--- src/rtl/ir_pkg.sv ---
// Shared NEC infrared definitions: frame field offsets, default clock,
// decoder FSM state encoding and the decoded-entry layout.
package ir_pkg;

    localparam int CLK_HZ_DEFAULT = 100_000_000;

    // NEC burst layout {~cmd, cmd, ~addr, addr}, LSB offsets of each byte
    localparam int NEC_ADDR_LSB  = 0;
    localparam int NEC_NADDR_LSB = 8;
    localparam int NEC_CMD_LSB   = 16;
    localparam int NEC_NCMD_LSB  = 24;

    // Decoder FSM states
    localparam logic [1:0] ST_IDLE   = 2'd0;
    localparam logic [1:0] ST_CHECK  = 2'd1;
    localparam logic [1:0] ST_PUSH   = 2'd2;
    localparam logic [1:0] ST_REJECT = 2'd3;

    // One queued key event
    typedef struct packed {
        logic       rpt;
        logic [7:0] cmd;
        logic [7:0] addr;
    } ir_entry_t;

    function automatic logic [7:0] nec_addr(input logic [31:0] b);
        return b[NEC_ADDR_LSB +: 8];
    endfunction

    function automatic logic [7:0] nec_cmd(input logic [31:0] b);
        return b[NEC_CMD_LSB +: 8];
    endfunction

    // A frame is good when both inverted bytes match their partners
    function automatic logic nec_frame_ok(input logic [31:0] b);
        return (b[NEC_NADDR_LSB +: 8] == ~b[NEC_ADDR_LSB +: 8]) &&
               (b[NEC_NCMD_LSB +: 8] == ~b[NEC_CMD_LSB +: 8]);
    endfunction

endpackage

--- src/rtl/ir_fifo.sv ---
// Show-ahead FIFO with modulo-DEPTH pointers and a separate occupancy
// counter for full/empty. A push while full is dropped unless a pop
// happens on the same edge. The head is presented as zero when empty.
module ir_fifo #(
    parameter int WIDTH = 17,
    parameter int DEPTH = 4
) (
    input  logic             clk,
    input  logic             rst,
    input  logic             push,
    input  logic             pop,
    input  logic [WIDTH-1:0] wdata,
    output logic [WIDTH-1:0] rdata,
    output logic             full,
    output logic             empty
);

    localparam int AW = (DEPTH > 1) ? $clog2(DEPTH) : 1;
    localparam int CW = $clog2(DEPTH + 1);

    logic [WIDTH-1:0] mem [DEPTH];
    logic [AW-1:0]    wr_ptr;
    logic [AW-1:0]    rd_ptr;
    logic [CW-1:0]    count;
    logic             wr_en;
    logic             rd_en;

    function automatic logic [AW-1:0] ptr_next(input logic [AW-1:0] p);
        return (p == AW'(DEPTH - 1)) ? '0 : p + AW'(1);
    endfunction

    assign full  = (count == CW'(DEPTH));
    assign empty = (count == '0);
    assign rd_en = pop && !empty;
    assign wr_en = push && (!full || rd_en);
    assign rdata = empty ? '0 : mem[rd_ptr];

    // Pointer and occupancy bookkeeping
    always_ff @(posedge clk) begin
        if (rst) begin
            wr_ptr <= '0;
            rd_ptr <= '0;
            count  <= '0;
        end else begin
            if (wr_en) wr_ptr <= ptr_next(wr_ptr);
            if (rd_en) rd_ptr <= ptr_next(rd_ptr);
            case ({wr_en, rd_en})
                2'b10:   count <= count + CW'(1);
                2'b01:   count <= count - CW'(1);
                default: count <= count;
            endcase
        end
    end

    // Entry storage, not reset: empty masks stale contents
    always_ff @(posedge clk) begin
        if (wr_en && !rst) mem[wr_ptr] <= wdata;
    end

endmodule

--- src/rtl/ir_decode.sv ---
// NEC frame decoder: validates bursts from the receiver, tags key-hold
// repeats, queues decoded entries and counts rejected frames.
module ir_decode
    import ir_pkg::*;
#(
    parameter int CLK_HZ  = CLK_HZ_DEFAULT,
    parameter int HOLD_MS = 120,
    parameter int DEPTH   = 4
) (
    input  logic        clk,
    input  logic        rst,
    input  logic [31:0] burst,
    input  logic        ready,
    input  logic        pop,
    output logic [7:0]  addr,
    output logic [7:0]  cmd,
    output logic        rpt,
    output logic        valid,
    output logic        held,
    output logic        err,
    output logic [7:0]  err_count,
    output logic        overflow
);

    localparam int HOLD_CYC = CLK_HZ / 1000 * HOLD_MS;
    localparam int HOLD_W   = (HOLD_CYC > 2) ? $clog2(HOLD_CYC) : 1;
    localparam logic [HOLD_W-1:0] HOLD_LOAD = HOLD_W'(HOLD_CYC - 1);

    logic [1:0]        state;
    logic [31:0]       burst_p0;
    logic [15:0]       code_p0;
    logic [15:0]       last_code;
    logic [HOLD_W-1:0] hold_cnt;
    logic [7:0]        err_cnt_q;
    logic              ovf_q;
    logic              push;
    logic              pop_ok;
    logic              fifo_full;
    logic              fifo_empty;
    ir_entry_t         wr_entry;
    ir_entry_t         rd_entry;

    function automatic logic [7:0] sat_inc8(input logic [7:0] v);
        return (v == 8'hFF) ? v : v + 8'd1;
    endfunction

    assign code_p0   = {nec_cmd(burst_p0), nec_addr(burst_p0)};
    assign push      = (state == ST_PUSH);
    assign held      = (hold_cnt != '0);
    assign err       = (state == ST_REJECT);
    assign valid     = !fifo_empty;
    assign pop_ok    = pop && valid;
    assign addr      = rd_entry.addr;
    assign cmd       = rd_entry.cmd;
    assign rpt       = rd_entry.rpt;
    assign err_count = err_cnt_q;
    assign overflow  = ovf_q;

    // Entry written on push; repeat means same code while still held
    always_comb begin
        wr_entry      = '0;
        wr_entry.addr = code_p0[7:0];
        wr_entry.cmd  = code_p0[15:8];
        wr_entry.rpt  = held && (code_p0 == last_code);
    end

    // Frame sequencing: capture, validate, then push or reject
    always_ff @(posedge clk) begin
        if (rst) begin
            state <= ST_IDLE;
        end else begin
            case (state)
                ST_IDLE:  if (ready) state <= ST_CHECK;
                ST_CHECK: state <= nec_frame_ok(burst_p0) ? ST_PUSH : ST_REJECT;
                ST_PUSH:  state <= ST_IDLE;
                default:  state <= ST_IDLE;
            endcase
        end
    end

    // Capture stage: burst latched only when the FSM can accept it
    always_ff @(posedge clk) begin
        if (state == ST_IDLE && ready) burst_p0 <= burst;
    end

    // Key-hold window and the code it belongs to
    always_ff @(posedge clk) begin
        if (rst) begin
            hold_cnt  <= '0;
            last_code <= '0;
        end else if (push) begin
            hold_cnt  <= HOLD_LOAD;
            last_code <= code_p0;
        end else if (held) begin
            hold_cnt  <= hold_cnt - HOLD_W'(1);
        end
    end

    // Error counter and sticky overflow
    always_ff @(posedge clk) begin
        if (rst) begin
            err_cnt_q <= '0;
            ovf_q     <= 1'b0;
        end else begin
            if (state == ST_REJECT) err_cnt_q <= sat_inc8(err_cnt_q);
            if (push && fifo_full && !pop_ok) ovf_q <= 1'b1;
        end
    end

    ir_fifo #(
        .WIDTH($bits(ir_entry_t)),
        .DEPTH(DEPTH)
    ) u_fifo (
        .clk  (clk),
        .rst  (rst),
        .push (push),
        .pop  (pop),
        .wdata(wr_entry),
        .rdata(rd_entry),
        .full (fifo_full),
        .empty(fifo_empty)
    );

endmodule

--- config.mk ---
export PLATFORM = sky130hd
export DESIGN_NAME = ir_decode
export DESIGN_NICKNAME = d
export VERILOG_FILES = /design/src/rtl/ir_pkg.sv /design/src/rtl/ir_fifo.sv /design/src/rtl/ir_decode.sv
export SDC_FILE = /design/constraint.sdc
export NUM_CORES = 1
export LEC_CHECK = 0
export ABC_AREA = 1
export BUFFER_PORTS_ARGS = -buffer_cell sky130_fd_sc_hd__buf_4
export CORE_MARGIN = 8
export CORE_UTILIZATION = 35
export DETAILED_ROUTE_END_ITERATION = 12
export GPL_ROUTABILITY_DRIVEN = 0
export PLACE_DENSITY = 0.53
export SETUP_SLACK_MARGIN = 0.5
export SYNTH_ARGS = -nofsm -noshare
export SYNTH_HDL_FRONTEND = slang
export SYNTH_SLANG_ARGS = --single-unit
--- constraint.sdc ---
create_clock -name clk -period 4.1 [get_ports clk]
set_input_delay 1.23 -clock clk [delete_from_list [all_inputs] [get_ports clk]]
set_output_delay 1.23 -clock clk [all_outputs]
set_load 0.05 [all_outputs]
# Word-level counts from Yosys, hierarchy flattened
# Memories as Yosys holds them, arrays and structs flattened. A register that Yosys moved wholly into a read port is not among the register bits.
# Index checks and enable logic that the tools add are counted.
# totals
regBits,90
wordCells,66
output_inout_bits,29
in_bits,36
ram_bits,68
mem_count,1
# memory_table
name,depth,width,rd,rd_clocked_by_memory_dff,write_ports,line_no,rtl
u_fifo.mem,4,17,1,1,1,ir_fifo.sv:21,logic [WIDTH-1:0] mem [DEPTH];
# op_classes
n_addsub,6
bitwise_logic,3
n_eq_ne,13
reduce_logical,20
muxes,13
# ops
operator,n
$mux 24,2
$reduce_bool 24->1,1
$sub 24x1->24 const B,1
$mux 17,1
$eq 16x16->1,1
$eq 8x8->1,2
$not 8->8,2
$eq 2x2->1 const B,5
$mux 2,5
$add 8x1->8 const B,1
$eq 8x8->1 const B,1
$logic_and 1x1->1,8
$pmux 3 s2,1
$add 2x1->2 const B,2
$eq 2x1->1 const B,2
$logic_not 1->1,4
$pmux 2 s2,1
$reduce_bool 2->1,2
$add 3x1->3 const B,1
$eq 3x3->1 const B,1
$logic_not 3->1,1
$mux 1,3
$sub 3x1->3 const B,1
$logic_not 2->1,1
5 further kinds,5

# Logic depth before layout (Yosys ltp)
# logic_depth
depth_word,8
ltp_mapped,12
ltp_nobuf,12

# Cells and area by module
# From an unflattened synthesis, not the netlist that was laid out.
# unflattened
cells_unflattened,739
area_unflattened_um2,7186.9
# by_module_without_submodules
mod,area_per_inst_um2,cells_each,instances,seq_area_each_um2
ir_decode,4043.9,470,1,1981.9
ir_fifo,3143.0,269,1,2222.1

# Worst setup path before layout
# Ideal clock, no wire load.
# synth_path
path_kind,input port to flip-flop
startpoint,input ready
endpoint,"register burst_p0[0], enable pin"
t_arrival_ps,3600
path_slack_ps,32
required_ps,3632
setup_ps,468
path_stages,1
cell_sequence,nor3b_1
# synth_via
elab_chain_len,1
# synth_lines
element,line_no,rtl
"start, declared",ir_decode.sv:13,"input logic ready,"
$logic_and 1x1->1,ir_decode.sv:83,if (state == ST_IDLE && ready) burst_p0 <= burst;
"end signal, assigned",ir_decode.sv:83,
"end, declared",ir_decode.sv:30,logic [31:0] burst_p0;
# Every way passes these cells.
# A chain may end at the register's enable or synchronous reset.

==> flow_results.org <==
** Outcome
- Run status :: finished clean

** Finish
- Cells fill 42.5% of the core in the end.
- The area growth from synthesis to layout is 19.0%.
- After the flow finishes, the layout carries non-filler instances totaling 1068.
- Storage element area :: 4200 um^2
- Number of diodes :: 0
- After the last flow step, the layout net total stands at 836.
- Counting the fill cells in the layout gives 1899.
- Cells with a size suffix above 1 make up 17.1% of the layout.
- In the final layout, the multi-input gates occupy 2500 um^2.

** Setup path
- Worst reg2reg startpoint :: state[0]
- The worst setup path is launched from a flop.
- Worst endpoint required time :: 2870 ps
- The worst setup path is captured at an output pin.
- Critical path type :: flop to output pin
- Biggest fanout along the worst timing path :: 34
- RR Endpoint :: hold_cnt[8]
- R2r setup slk :: 1840 ps
- For the worst flop-to-flop path, the logic depth is 5.
- Arrival time of data at the critical path endpoint :: 2150 ps

** Detailed routing
- The routed layout has 5061 vias.
- Number of optimization iterations in the first detailed-route pass :: 5
- The final layout contains routed wiring with a total length of 16400 um.
- Detailed-route wire length per cell :: 15.4 um
- Number of design rule violations left after detail routing :: 0
- In this run the remaining antenna-violating nets after routing total 0.
- After the first detailed-routing iteration, the DRC count stood at 268.
- Detailed-route vias per instance :: 4.74

** Clock tree
- Once the clock tree was built, the setup fixing pass inserted 0 buffers.
- Worst-path clk slew :: 60 ps
- Post-CTS Hold Buffers :: 0
- Clock insertion delay at the later pin of the skew report :: 420 ps
- Clock tree from TritonCTS :: done
- H-tree levels :: 4
- The root buffer cell chosen for the clock tree is sky130_fd_sc_hd__clkbuf_16.
- Resize count post-CTS :: 0
- TritonCTS created 17 clock buffers.
- Worst-case clock buffer depth :: 2
- The clock net in this run drives a total of 160 sinks.

** Logic synthesis
- In the synthesized netlist, the number of instances is 721.
- Synth top area share :: 43.0%
- Synth Warn # :: 0
- After synthesis, the cell types taking the most area are sky130_fd_sc_hd__edfxtp_1 (43%), sky130_fd_sc_hd__dfxtp_1 (17%), sky130_fd_sc_hd__nor2_1 (8.2%).
- Register bit count reported by yosys :: 160
- Top_reg_cell synth :: sky130_fd_sc_hd__edfxtp_1
- Synthesis produced a netlist with a net count of 767.
- Avg Synthesized Cell Area :: 9.68 um^2
- Of all flip-flops after synthesis, the portion carrying an async set or reset was 0%.
- After synthesis the cells add up to 6980 um^2.
- Portion of the post-synthesis area used by sequential elements :: 60.2%
- Counting flops with a built-in enable in the synthesized netlist gives 100.
- Summed over all instances, the cell type with the most area after synthesis is sky130_fd_sc_hd__edfxtp_1.
- Netlist cell types :: 37

** GRT
- Pin count of the biggest net entering global routing :: 35
- Number of global-route vias before repair :: 5155
- The number of antenna violations at the first check in global routing came to 0.
- Wire length of the first global-routing pass :: 26600 um
- For this run, the total global-route usage over all layers was measured as 13.8%.
- Gr ovfl total :: 0

** Timing
- The worst path needs 3380 ps of the cycle, external delays included.
- Across the routed clock network, the largest skew measured is 10.3 ps.
- Max transition margin :: 29.8%
- Share of the cycle needed by the critical path after routing :: 82.5%
- Derived from the worst setup path, the maximum achievable clock frequency is 296 MHz.
- Setup repair after global routing missed its margin :: no
- The final hold violation count was 0.
- After routing, the total negative slack on setup checks comes to 0 ps.
- Transition at the pin with the smallest max-transition slack :: 1050 ps
- Setup violations remaining at the end of the flow were counted as 0.
- The number of slew-limit violations in the final report is 0.
- The worst path meets setup with 719 ps of slack.
- Hold slack final :: 467 ps

** Worst hold path
- The path with the worst hold slack has its endpoint at last_code[12].
- The min-delay analysis places its worst path in the category flop to flop.
- Hold path startpoint :: last_code[12]
- Counting instances, the worst hold path has a depth of 2.

** Floorplan
- Once the floorplan was initialized, standard cells occupied 35.7% of the core.
- Row generation in the floorplan step produced 51 rows.
- The core region is 19500 um^2.
- The die covers 24700 um^2.
- Die X-Extent :: 157 um
- The die is 157 um tall.
- Number of top-level design ports :: 65

** Power
- Dividing total power by cell area gives a power density of 700 nW/um^2.
- Largest voltage drop on the vdd net :: 0.000346 V
- Leakage power summed over all cells :: 0.00322 uW

** Placed design
- Cell total after placement :: 1036
- Number of input and output port buffers inserted :: 64
- Pre-CTS WS :: 1190 ps
- Half-perimeter wire length after detailed placement :: 11200 um

** Job
- Count of max-cap constraint violations :: 0
==> registers in the layout (all words and copies together) (netlist names), named ones only <==
register and flops:
err_count 8, u_fifo.wr_ptr 2, overflow 1, u_fifo.mem 68
burst_p0 32, state 2, u_fifo.rd_ptr 2, u_fifo.count 3
hold_cnt 24, last_code 16
==> final cells by class <==
type                       instances  share of cell area (%)
clock inverter                    11                    1.27
inverter                          46                    2.08
timing repair buffer              73                    6.60
tap                              265                    3.99
clock buffer                      21                    5.30
sequential                       160                    50.6
multi-input combinational        492                    30.1
==> cells by family (layout without fill, tap and decap cells) <==
group / Yosys count / count (layout) / share of synthesized area [%]
flip-flops: 160 / 160 / 60.2
AO/OA/AOI/OAI: 127 / 127 / 9.58
XOR/XNOR: 29 / 29 / 3.64
buffers and inverters: 69 / 151 / 4.03
adder cells (fa/ha/maj): 10 / 10 / 1.90
AND/OR/NAND/NOR: 326 / 326 / 20.6
==> cell usage after synthesis, drive strengths merged (9+ instances only) <==
cell,count
buf,12
edfxtp,100
ha,9
dfxtp,60
xnor2,22
o21ai,65
a21oi,52
nand3,40
clkbuf,11
inv,45
nor2,166
nand2,95
==> per-layer routing <==
metal | up-vias | track usage, % | routed length [um]
met5 | - | 0 | 0
met4 | 0 | 3.90 | 172
met3 | 17 | 3.76 | 827
met2 | 115 | 22.9 | 7850
met1 | 2370 | 17.4 | 7570
li1 | 2559 | - | -
==> layout by cell type, fill, tap and decap left out, types with 3 or more instances in the layout <==
master                      instances
sky130_fd_sc_hd__nor2_1           152
sky130_fd_sc_hd__edfxtp_1         100
sky130_fd_sc_hd__nand2_1           89
sky130_fd_sc_hd__buf_4             73
sky130_fd_sc_hd__o21ai_0           63
sky130_fd_sc_hd__dfxtp_1           60
sky130_fd_sc_hd__a21oi_1           50
sky130_fd_sc_hd__inv_1             42
sky130_fd_sc_hd__nand3_1           39
sky130_fd_sc_hd__xnor2_1           22
sky130_fd_sc_hd__clkbuf_16         17
sky130_fd_sc_hd__nor2_2             9
sky130_fd_sc_hd__ha_1               9
sky130_fd_sc_hd__xor2_1             7
sky130_fd_sc_hd__or2_2              7
sky130_fd_sc_hd__nand4_1            7
sky130_fd_sc_hd__nand2_2            6
sky130_fd_sc_hd__nor2_4             5
sky130_fd_sc_hd__nor3_1             5
sky130_fd_sc_hd__o21a_1             5
sky130_fd_sc_hd__clkbuf_1           4
sky130_fd_sc_hd__clkinv_4           4
sky130_fd_sc_hd__inv_2              3
sky130_fd_sc_hd__inv_6              3
==> power by group <==
part / switching, uW / internal [uW]
Sequential: 187 / 1890
Combinational: 1550 / 719
Clock: 633 / 840
==> critical path, stage by stage (launching register included) <==
cell	delay (ps)
sky130_fd_sc_hd__dfxtp_1	630
sky130_fd_sc_hd__inv_2	360
sky130_fd_sc_hd__o21ai_0	390
sky130_fd_sc_hd__a21oi_1	150
sky130_fd_sc_hd__buf_4	220
==> per-stage QoR <==
| stage | total power (uW) | cell area, um^2 |
|---|---|---|
| 2_1_floorplan | 3790 | 6980 |
| 3_3_place_gp | 4340 | 7760 |
| 3_5_place_dp | 4390 | 7760 |
| 4_1_cts | 5880 | 8310 |
| 5_1_grt | 6200 | 8310 |
| 6_report | 5820 | 8310 |
==> worst max path at each step <==
stage / from / endpoint / slack (ps) / cells past startpoint
2_1_floorplan: u_fifo.count[0] / addr[6] / 780 / 5
5_1_grt: flop / addr[4] / 530 / 4
3_3_place_gp: flop / cmd[2] / 1200 / 4
4_1_cts: flop / addr[4] / 690 / 4
3_5_place_dp: flop / addr[6] / 1190 / 6
6_report: flop / addr[4] / 720 / 4
No activity file was read; power rests on OpenSTA's default activity.
